File: src/rtl/des_pkg.sv
// Shared DES key-schedule definitions: widths, shift schedule, PC2 selection
// and the key-schedule state encoding.
package des_pkg;

    localparam int KEY_W  = 64;
    localparam int CD_W   = 56;
    localparam int HALF_W = 28;
    localparam int SK_W   = 48;

    typedef enum logic {
        IDLE = 1'b0,
        RUN  = 1'b1
    } state_e;

    // Per-round rotate amounts; entry 0 is round 1.
    localparam int SHIFT_TAB [16] = '{1, 1, 2, 2, 2, 2, 2, 2, 1, 2, 2, 2, 2, 2, 2, 1};

    // DES bit numbers (1 = MSB of the 56-bit C||D) feeding subkey bits 1..48.
    localparam int PC2_TAB [SK_W] = '{
        14, 17, 11, 24,  1,  5,  3, 28, 15,  6, 21, 10,
        23, 19, 12,  4, 26,  8, 16,  7, 27, 20, 13,  2,
        41, 52, 31, 37, 47, 55, 30, 40, 51, 45, 33, 48,
        44, 49, 39, 56, 34, 53, 46, 42, 50, 36, 29, 32
    };

    function automatic logic shift_is_two(input logic [3:0] idx);
        return SHIFT_TAB[idx] == 2;
    endfunction

endpackage

File: src/rtl/key_schedule_iter_if.sv
// Subkey stream from the key schedule to the round engine (valid/ready).
interface key_schedule_iter_if;

    logic [des_pkg::SK_W-1:0] sk_out;
    logic [3:0]               sk_index;
    logic                     sk_valid;
    logic                     sk_ready;

    modport master (
        output sk_out,
        output sk_index,
        output sk_valid,
        input  sk_ready
    );

    modport slave (
        input  sk_out,
        input  sk_index,
        input  sk_valid,
        output sk_ready
    );

endinterface

File: src/rtl/pc1.sv
// DES Permuted Choice 1: 64-bit key to 56-bit C||D, parity bits dropped.
module pc1 (
    input  logic [63:0] key_in,
    output logic [55:0] cd_out
);

    localparam int PC1_TAB [56] = '{
        57, 49, 41, 33, 25, 17,  9,  1, 58, 50, 42, 34, 26, 18,
        10,  2, 59, 51, 43, 35, 27, 19, 11,  3, 60, 52, 44, 36,
        63, 55, 47, 39, 31, 23, 15,  7, 62, 54, 46, 38, 30, 22,
        14,  6, 61, 53, 45, 37, 29, 21, 13,  5, 28, 20, 12,  4
    };

    for (genvar i = 0; i < 56; i++) begin : g_sel
        assign cd_out[55-i] = key_in[64-PC1_TAB[i]];
    end

    // Parity bits (DES bits 8,16,..,64) take no part in the schedule.
    logic unused_parity;
    assign unused_parity = ^{key_in[56], key_in[48], key_in[40], key_in[32],
                             key_in[24], key_in[16], key_in[8],  key_in[0]};

endmodule

File: src/rtl/pc2.sv
// DES Permuted Choice 2: 56-bit C||D to 48-bit round subkey.
module pc2
    import des_pkg::*;
(
    input  logic [CD_W-1:0] cd_in,
    output logic [SK_W-1:0] sk_out
);

    for (genvar i = 0; i < SK_W; i++) begin : g_sel
        assign sk_out[SK_W-1-i] = cd_in[CD_W-PC2_TAB[i]];
    end

endmodule

File: src/rtl/key_schedule_iter.sv
// Iterative DES key schedule: emits the 16 round subkeys, one per handshake,
// in encrypt (K1..K16) or decrypt (K16..K1) order.
module key_schedule_iter
    import des_pkg::*;
(
    input  logic                  clk,
    input  logic                  rst,
    input  logic                  start,
    input  logic [KEY_W-1:0]      key_in,
    input  logic                  decrypt,
    output logic                  busy,
    output logic                  done,
    key_schedule_iter_if.master   sk_if
);

    function automatic logic [HALF_W-1:0] rotl(input logic [HALF_W-1:0] x, input logic two);
        return two ? {x[HALF_W-3:0], x[HALF_W-1:HALF_W-2]} : {x[HALF_W-2:0], x[HALF_W-1]};
    endfunction

    function automatic logic [HALF_W-1:0] rotr(input logic [HALF_W-1:0] x, input logic two);
        return two ? {x[1:0], x[HALF_W-1:2]} : {x[0], x[HALF_W-1:1]};
    endfunction

    state_e            state_q, state_d;
    logic [3:0]        r_q, r_d;
    logic              dir_q, dir_d;
    logic [HALF_W-1:0] c_q, c_d;
    logic [HALF_W-1:0] d_q, d_d;
    logic              done_q, done_d;

    logic [CD_W-1:0]   pc1_cd;
    logic              handshake;
    logic              enc_two;
    logic              dec_two;

    pc1 u_pc1 (
        .key_in (key_in),
        .cd_out (pc1_cd)
    );

    pc2 u_pc2 (
        .cd_in  ({c_q, d_q}),
        .sk_out (sk_if.sk_out)
    );

    assign handshake = (state_q == RUN) && sk_if.sk_ready;
    assign enc_two   = shift_is_two(r_q + 4'd1);
    assign dec_two   = shift_is_two(4'd15 - r_q);

    // NOTE: every _d gets its hold value first so no path leaves it unassigned (no latches).
    always_comb begin
        state_d = state_q;
        r_d     = r_q;
        dir_d   = dir_q;
        c_d     = c_q;
        d_d     = d_q;
        done_d  = 1'b0;

        case (state_q)
            IDLE: begin
                if (start) begin
                    state_d = RUN;
                    r_d     = 4'd0;
                    dir_d   = decrypt;
                    // Decrypt starts from C0,D0: K16 sits a full 28-bit rotation away.
                    if (decrypt) begin
                        c_d = pc1_cd[CD_W-1:HALF_W];
                        d_d = pc1_cd[HALF_W-1:0];
                    end else begin
                        c_d = rotl(pc1_cd[CD_W-1:HALF_W], shift_is_two(4'd0));
                        d_d = rotl(pc1_cd[HALF_W-1:0], shift_is_two(4'd0));
                    end
                end
            end
            RUN: begin
                if (handshake) begin
                    if (r_q == 4'd15) begin
                        state_d = IDLE;
                        done_d  = 1'b1;
                    end else begin
                        r_d = r_q + 4'd1;
                        if (dir_q) begin
                            c_d = rotr(c_q, dec_two);
                            d_d = rotr(d_q, dec_two);
                        end else begin
                            c_d = rotl(c_q, enc_two);
                            d_d = rotl(d_q, enc_two);
                        end
                    end
                end
            end
            default: state_d = IDLE;
        endcase
    end

    // NOTE: state flops use non-blocking assignments so all of them update together at the edge.
    always_ff @(posedge clk) begin
        if (rst) begin
            state_q <= IDLE;
            r_q     <= 4'd0;
            dir_q   <= 1'b0;
            c_q     <= '0;
            d_q     <= '0;
            done_q  <= 1'b0;
        end else begin
            state_q <= state_d;
            r_q     <= r_d;
            dir_q   <= dir_d;
            c_q     <= c_d;
            d_q     <= d_d;
            done_q  <= done_d;
        end
    end

    assign sk_if.sk_valid = (state_q == RUN);
    assign sk_if.sk_index = dir_q ? (4'd15 - r_q) : r_q;
    assign busy           = (state_q == RUN);
    assign done           = done_q;

endmodule

File: src/flat_wrapper.sv
// flat-port wrapper written by rule: the top's interface ports become plain ports
module key_schedule_iter_flat import des_pkg::*;
  (clk, rst, start, key_in, decrypt, busy, done, sk_if_sk_out, sk_if_sk_index, sk_if_sk_valid, sk_if_sk_ready);
  key_schedule_iter_if sk_if_i ();
  input  logic clk;
  input  logic rst;
  input  logic start;
  input  logic [KEY_W-1:0] key_in;
  input  logic decrypt;
  output logic busy;
  output logic done;
  output wire logic [$bits(sk_if_i.sk_out)-1:0] sk_if_sk_out;
  output wire logic [$bits(sk_if_i.sk_index)-1:0] sk_if_sk_index;
  output wire logic [$bits(sk_if_i.sk_valid)-1:0] sk_if_sk_valid;
  input wire logic [$bits(sk_if_i.sk_ready)-1:0] sk_if_sk_ready;
  assign sk_if_sk_out = sk_if_i.sk_out;
  assign sk_if_sk_index = sk_if_i.sk_index;
  assign sk_if_sk_valid = sk_if_i.sk_valid;
  assign sk_if_i.sk_ready = sk_if_sk_ready;
  key_schedule_iter u_core (.clk(clk), .rst(rst), .start(start), .key_in(key_in), .decrypt(decrypt), .busy(busy), .done(done), .sk_if(sk_if_i));
endmodule
File: config.mk
export PLATFORM = sky130hd
export DESIGN_NAME = key_schedule_iter_flat
export DESIGN_NICKNAME = d
export VERILOG_FILES = /design/src/rtl/des_pkg.sv /design/src/rtl/key_schedule_iter_if.sv /design/src/rtl/pc1.sv /design/src/rtl/pc2.sv /design/src/rtl/key_schedule_iter.sv /design/src/flat_wrapper.sv
export SDC_FILE = /design/constraint.sdc
export NUM_CORES = 1
export LEC_CHECK = 0
export BUFFER_PORTS_ARGS = -buffer_cell sky130_fd_sc_hd__buf_2
export CORE_ASPECT_RATIO = 1.75
export CORE_UTILIZATION = 56
export CTS_CLUSTER_DIAMETER = 60
export DETAILED_ROUTE_END_ITERATION = 10
export GPL_TIMING_DRIVEN = 0
export HOLD_SLACK_MARGIN = 0.08
export PLACE_DENSITY_LB_ADDON = 0.15
export RECOVER_POWER = 25
export SLEW_MARGIN = 20
export SYNTH_ARGS = -nofsm -noshare
export SYNTH_HDL_FRONTEND = slang
export SYNTH_SLANG_ARGS = --single-unit
File: constraint.sdc
create_clock -name clk -period 2.7 [get_ports clk]
set_clock_uncertainty 0.05 [all_clocks]
set_input_delay 0 -clock clk [delete_from_list [all_inputs] [get_ports clk]]
set_output_delay 0 -clock clk [all_outputs]
set_load 0.01 [all_outputs]
Word level (Yosys, flattened, before mapping)
Memory sizes are Yosys's and may differ from the RTL's. Cells that the tools add are included.

$add $sub $neg: 2. Order comparisons: 2. Equality and inequality tests: 6. Multiplexer cells: 30. Bitwise operators: 4. Reductions and logical operators: 4.

Operator list (count): $mux W28 (14); $mux W32 (4); $pmux W28 S2 (2); $eq A32 B3 Y1 const B (2); $mux W4 (4); $ge A5 B5 Y1 const B (2); $not A4 Y5 (2); $pmux W4 S2 (1); $ne A2 B2 Y1 const B (3); $add A4 B1 Y4 const B (1); $eq A4 B4 Y1 const B (1); $mux W1 (4); $sub A4 B4 Y4 const A (1); $reduce_and A3 Y1 (1); $reduce_or A3 Y1 (1); $not A1 Y1 (2); $pmux W1 S2 (1); $reduce_and A2 Y1 (1); $logic_and A1 B1 Y1 (1).

Flip-flop bits (word level): 63. ROM bits: 1024. Input port bits: 69. Logic and storage cells: 56. Memories kept: 2.

Memories: (name not given) (words 16, bits a word 32, read ports 1, clocked after memory_dff 0, write ports 0, line des_pkg.sv:27) `return SHIFT_TAB[idx] == 2;`; (name not given) (words 16, bits a word 32, read ports 1, clocked after memory_dff 0, write ports 0, line des_pkg.sv:27).

Longest topological paths before layout
Depth after elaboration: 11. Mapped depth: 9.

Modules after synthesis
From an unflattened synthesis, not the netlist that was laid out.

Cell total of the unflattened synthesis: 867. Area, all modules: 6386.1 um^2.

Modules (own cells, without submodules): key_schedule_iter (times used 1, cells an instance 763, area an instance 5605.4 um^2, seq. area each 1261.2 um^2); pc1 (times used 1, cells an instance 56, area an instance 420.4 um^2, seq. area each 0.0 um^2); pc2 (times used 1, cells an instance 48, area an instance 360.3 um^2, seq. area each 0.0 um^2).

Worst setup path after synthesis
OpenSTA, ideal clock, no wires.

Path kind: reg-to-reg. Start: reg u_core.r_q[0]. End: reg u_core.d_q[11]. Arrival: 2.074 ns. Path slack: 0.449 ns. Cell stages (with the launch flop): 10. Buffers on the path: 2. Cell sequence: dfxtp_1 > inv_1 > ha_1 > or4_1 > buf_2 > buf_1 > nand2_1 > nor3_1 > a211oi_1 > o21ai_1.

Longest elaborated chain between the ends: 11. Elaborated cells on any way between the ends: 21. Classes of those cells: add/sub: 2; eq/ne: 4; mux: 10; bitwise: 2; reduce/logical: 1; memory: 2.

Ends and longest elaborated chain: start: declaration (line key_schedule_iter.sv:25) `logic [3:0] r_q, r_d;`; start signal: assignment (line key_schedule_iter.sv:107) `r_q <= r_d;`; $add A4 B1 Y4 / $sub A4 B4 Y4 (equally long branches) (line key_schedule_iter.sv:47, key_schedule_iter.sv:48); $not A4 Y5 (implied by the code) (line des_pkg.sv:27); $mem_v2 Z16 W32; $mux W32 (implied by the code) (2 in series) (line des_pkg.sv:27); $eq A32 B3 Y1 (line des_pkg.sv:27); $mux W28 (on tied branches) (line key_schedule_iter.sv:17, key_schedule_iter.sv:21); $mux W28 (line key_schedule_iter.sv:82) `if (dir_q) begin`; $mux W28 (line key_schedule_iter.sv:77) `if (r_q == 4'd15) begin`; $mux W28 (line key_schedule_iter.sv:76) `if (handshake) begin`; $pmux W28 S2 (line key_schedule_iter.sv:59) `case (state_q)`; end signal: assignment (line key_schedule_iter.sv:103) `d_q <= '0;`; end signal: assignment (line key_schedule_iter.sv:110) `d_q <= d_d;`; end: declaration (line key_schedule_iter.sv:28) `logic [HALF_W-1:0] d_q, d_d;`.

Parallel ways exist; a longest one is shown, timed or not. The select of a mux whose other input is x is not followed. A chain may end at the register's enable or synchronous reset.

Final worst setup path
Start: reg u_core.r_q[0]. End: reg u_core.d_q[6].

Same word-level chain as after synthesis.

==> summary.txt <==
Clocking
  – H-Tree Level Count: 3
  – CTS tree: yes
  – Number of CTS-inserted buffers: 9
  – Post-CTS Setup Inserts: 0
  – Clock root buffer: clkbuf_16
  – Clock Latency Late Sink: around 0.33 ns
  – Clock slew at reported path FFs: ~0.060 ns
  – Bufs on Longest Clock Path: 2
  – CTS sink cnt: 63

Cells and area
  – Ant diodes: 0
  – Area growth syn-to-layout: 30.8%
  – Post-layout util: ~75%
  – # fillers: 827
  – Commonest non-fill, non-tap cells in the layout: buf_2, dlygate4sd3_1, dfxtp_1
  – Reg area: approximately 1300 µm²
  – Non-Filler Instances: 1102
  – Multi-input gate area in the final layout: roughly 3900 µm²
  – Layout cells sized above 1: between 20% and 30%
  – Commonest non-fill, non-tap cell in the layout: buf_2
  – Nets@finish: 1043

Power
  – P_leak: 3.09 nW
  – VDD IR max: between 0.0003 and 0.0004 V
  – Power Density: between 400 and 500 nW/µm²
  – Total power: approximately 3.4 mW

Drt
  – Wire per inst: around 21 µm
  – Drt via density: ~6.8
  – Routed WL: 23600 µm
  – DR pass1 iterations: 8
  – Final ANT Viol Nets: 0
  – Vias after detailed routing: ~7500
  – # DRC: 0
  – Starting DRT DRC Count: 860

Worst setup path
  – CP most frequent cell: buf_2
  – RR Endpoint: u_core.d_q[6]
  – Worst-path fanout max: 10
  – Register-to-Register Setup Slack: around 0.088 ns
  – Startpoint types: flop
  – CP Class: reg -> reg
  – Crit-path leading delay family: buffers and inverters
  – Worst path cell trace: ha_1, and3_1, o21bai_1, buf_2, buf_2, clkbuf_1, a31oi_1, o21ai_1
  – Max stage delay on crit path: between 0.4 and 0.5 ns
  – Crit path buffers/inverters: 3
  – Reg2reg start: u_core.r_q[0]
  – Slowest cell on crit path: clkbuf_1
  – CP Capture Type: flop
  – Worst path arrival time: approximately 2.8 ns
  – Worst R2R Path Depth: 8
  – Worst endpoint required time: about 2.9 ns

Yosys
  – Yosys warns: 0
  – Top FF cell, synth: dfxtp_1
  – Largest family of logic cells by synthesized area: compound AO/OA/AOI/OAI gates
  – Cell area after synthesis: 5890 µm²
  – Register bit total from synthesis: 63
  – Avg Inst Size Synth: between 7 and 8 µm²
  – Synth Area in Adders: less than 1%
  – Post-synthesis share of cell area spent on and, or, nand and nor gates: between 20% and 30%
  – Distinct cells, synth: 40
  – Post-synth net total: 841
  – Mapped Cells: roughly 770
  – Async SR Flop Fraction: 0%
  – Post-synthesis mux area share: between 10% and 20%
  – Post-Synth XOR/XNOR Area: less than 1%
  – Seq/Total Area, Yosys: a little over a fifth
  – Synth Area in Compound Gates: a little under a third
  – Post-synth EDFFs: 0

Die
  – Die H: between 100 and 150 µm
  – Die extent in x: approximately 80 µm
  – Core Footprint: 10200 µm²
  – Initial core utilization: a little under three fifths
  – Die area: 11000 µm²
  – Number of cell rows: just under 50
  – I/O pin count: about 120

STA
  – TNS Setup: 0 ns
  – Final Setup Violations: 0
  – Period utilization: around 97%
  – Max Fclk: between 0.3 and 0.4 GHz
  – Final-report hold violation count: 0
  – Slew Viols, Final: 0
  – Worst slew pin tran: ~0.8 ns
  – RSZ-0062 raised after global routing: no
  – Min Tclk post-route: approximately 2.6 ns
  – Rel. slew slack: ~46%

Placement
  – Placer Congestion: 0.983
  – Post-DP HPWL: around 16000 µm
  – Placed Cells: roughly 1000
  – # port buffers: 114

Global routing
  – Grt ovf: 0
  – First-pass GRT wire length: around 36000 µm
  – Initial antenna violation count: 0
  – Largest net degree at the start of global routing: 11
  – GR Util All Layers: ~43%
  – Vias in the first global route: ~7000

Min path
  – Hold Path Depth: 4
  – Hold Crit Class: in -> reg
  – WHS Endpoint: u_core.c_q[26]
  – Hold path start: key_in[15]

Outcome
  – Status: complete, no violations

Run
  – Max cap viols: 0
## timing repair
| action | in CTS | in global routing |
|---|---|---|
| setup endpoints to repair | 0 | 41 |
| hold buffers | 77 | 0 |
| resized for setup | 0 | 23 |
| endpoints found under the hold margin | 56 | 0 |
## stage by stage
| stage | setup slack (ns) | instance area, µm² | hold WS, ns |
|---|---|---|---|
| 2_1_floorplan | 0.449 | 5890 | 0.103 |
| 3_3_place_gp | 0.0703 | 6620 | 0.203 |
| 3_5_place_dp | 0.0290 | 6620 | 0.220 |
| 4_1_cts | 0.0173 | 7690 | 0.0844 |
| 5_1_grt | 0.00206 | 7710 | 0.0973 |
| 6_report | 0.0883 | 7710 | 0.101 |
## logic make-up (layout without fill, tap and decap cells)
logic type	count (synthesis)	in the layout
adder cells (fa/ha/maj)	4	4
flip-flops	63	63
AO/OA/AOI/OAI	262	262
multiplexers	57	57
XOR/XNOR	4	4
buffers and inverters	143	350
AND/OR/NAND/NOR	235	235
## flip-flops by register name (all words and copies together), names as in the netlist
name          count
u_core.done       1
u_core.r_q        4
u_core.dir_q      1
u_core.c_q       28
u_core.d_q       28
u_core.busy       1
## tightest hold or removal path, stage by stage
cell,delay [ns]
buf_2,0.14
mux2_2,0.16
a31oi_1,0.08
o21ai_1,0.07
## layer usage
metal	track usage, %	up-vias	wire, µm
li1	-	3291	-
met1	49.1	3443	8530
met2	73.7	576	11500
met3	6.56	149	1980
met4	28.1	0	1600
met5	0	-	0
## power breakdown
group | total [mW] | internal, mW | switching, mW
clock network | 1.18 | 0.736 | 0.447
registers | 1.17 | 1.01 | 0.159
logic | 1.02 | 0.501 | 0.516
total | 3.37 | 2.25 | 1.12
## cells in the mapped netlist, types with 11 or more instances
cell	n	area, µm²
buf_1	12	45.0
a211oi_1	55	413
nor3b_1	55	413
nand2_1	60	225
nor2_1	12	45.0
nor3_1	58	290
a21oi_1	11	55.1
o21ai_0	12	60.1
buf_2	19	95.1
mux2_2	57	642
buf_4	52	390
a31oi_1	54	338
a21o_1	24	180
clkbuf_1	53	199
o311ai_0	24	210
dfxtp_1	63	1260
nand2b_1	11	68.8
o221ai_1	24	210
nand3b_1	24	180
o21ai_1	42	210
## worst max path at each step
| stage | startpoint | endpoint | slack [ns] | cells past startpoint |
|---|---|---|---|---|
| final | u_core.r_q[0] | u_core.d_q[6] | 0.09 | 8 |
| after global routing | u_core.r_q[0] | u_core.d_q[24] | 0.002 | 9 |
| after CTS | u_core.r_q[0] | u_core.c_q[27] | 0.02 | 9 |
| after detailed placement | u_core.r_q[0] | u_core.c_q[27] | 0.03 | 9 |
| after global placement | u_core.r_q[1] | u_core.c_q[27] | 0.07 | 9 |
| after floorplan | u_core.r_q[0] | u_core.d_q[11] | 0.45 | 9 |
## cell type report
type | instances | share of cell area, %
Clock buffer | 12 | 3.20
Multi-Input combinational cell | 562 | 50.3
Buffer | 137 | 9.78
Clock inverter | 4 | 0.584
Inverter | 6 | 0.292
Tap cell | 127 | 2.06
Timing Repair Buffer | 191 | 17.4
Sequential cell | 63 | 16.4
Power figures use the tool's default switching activity.
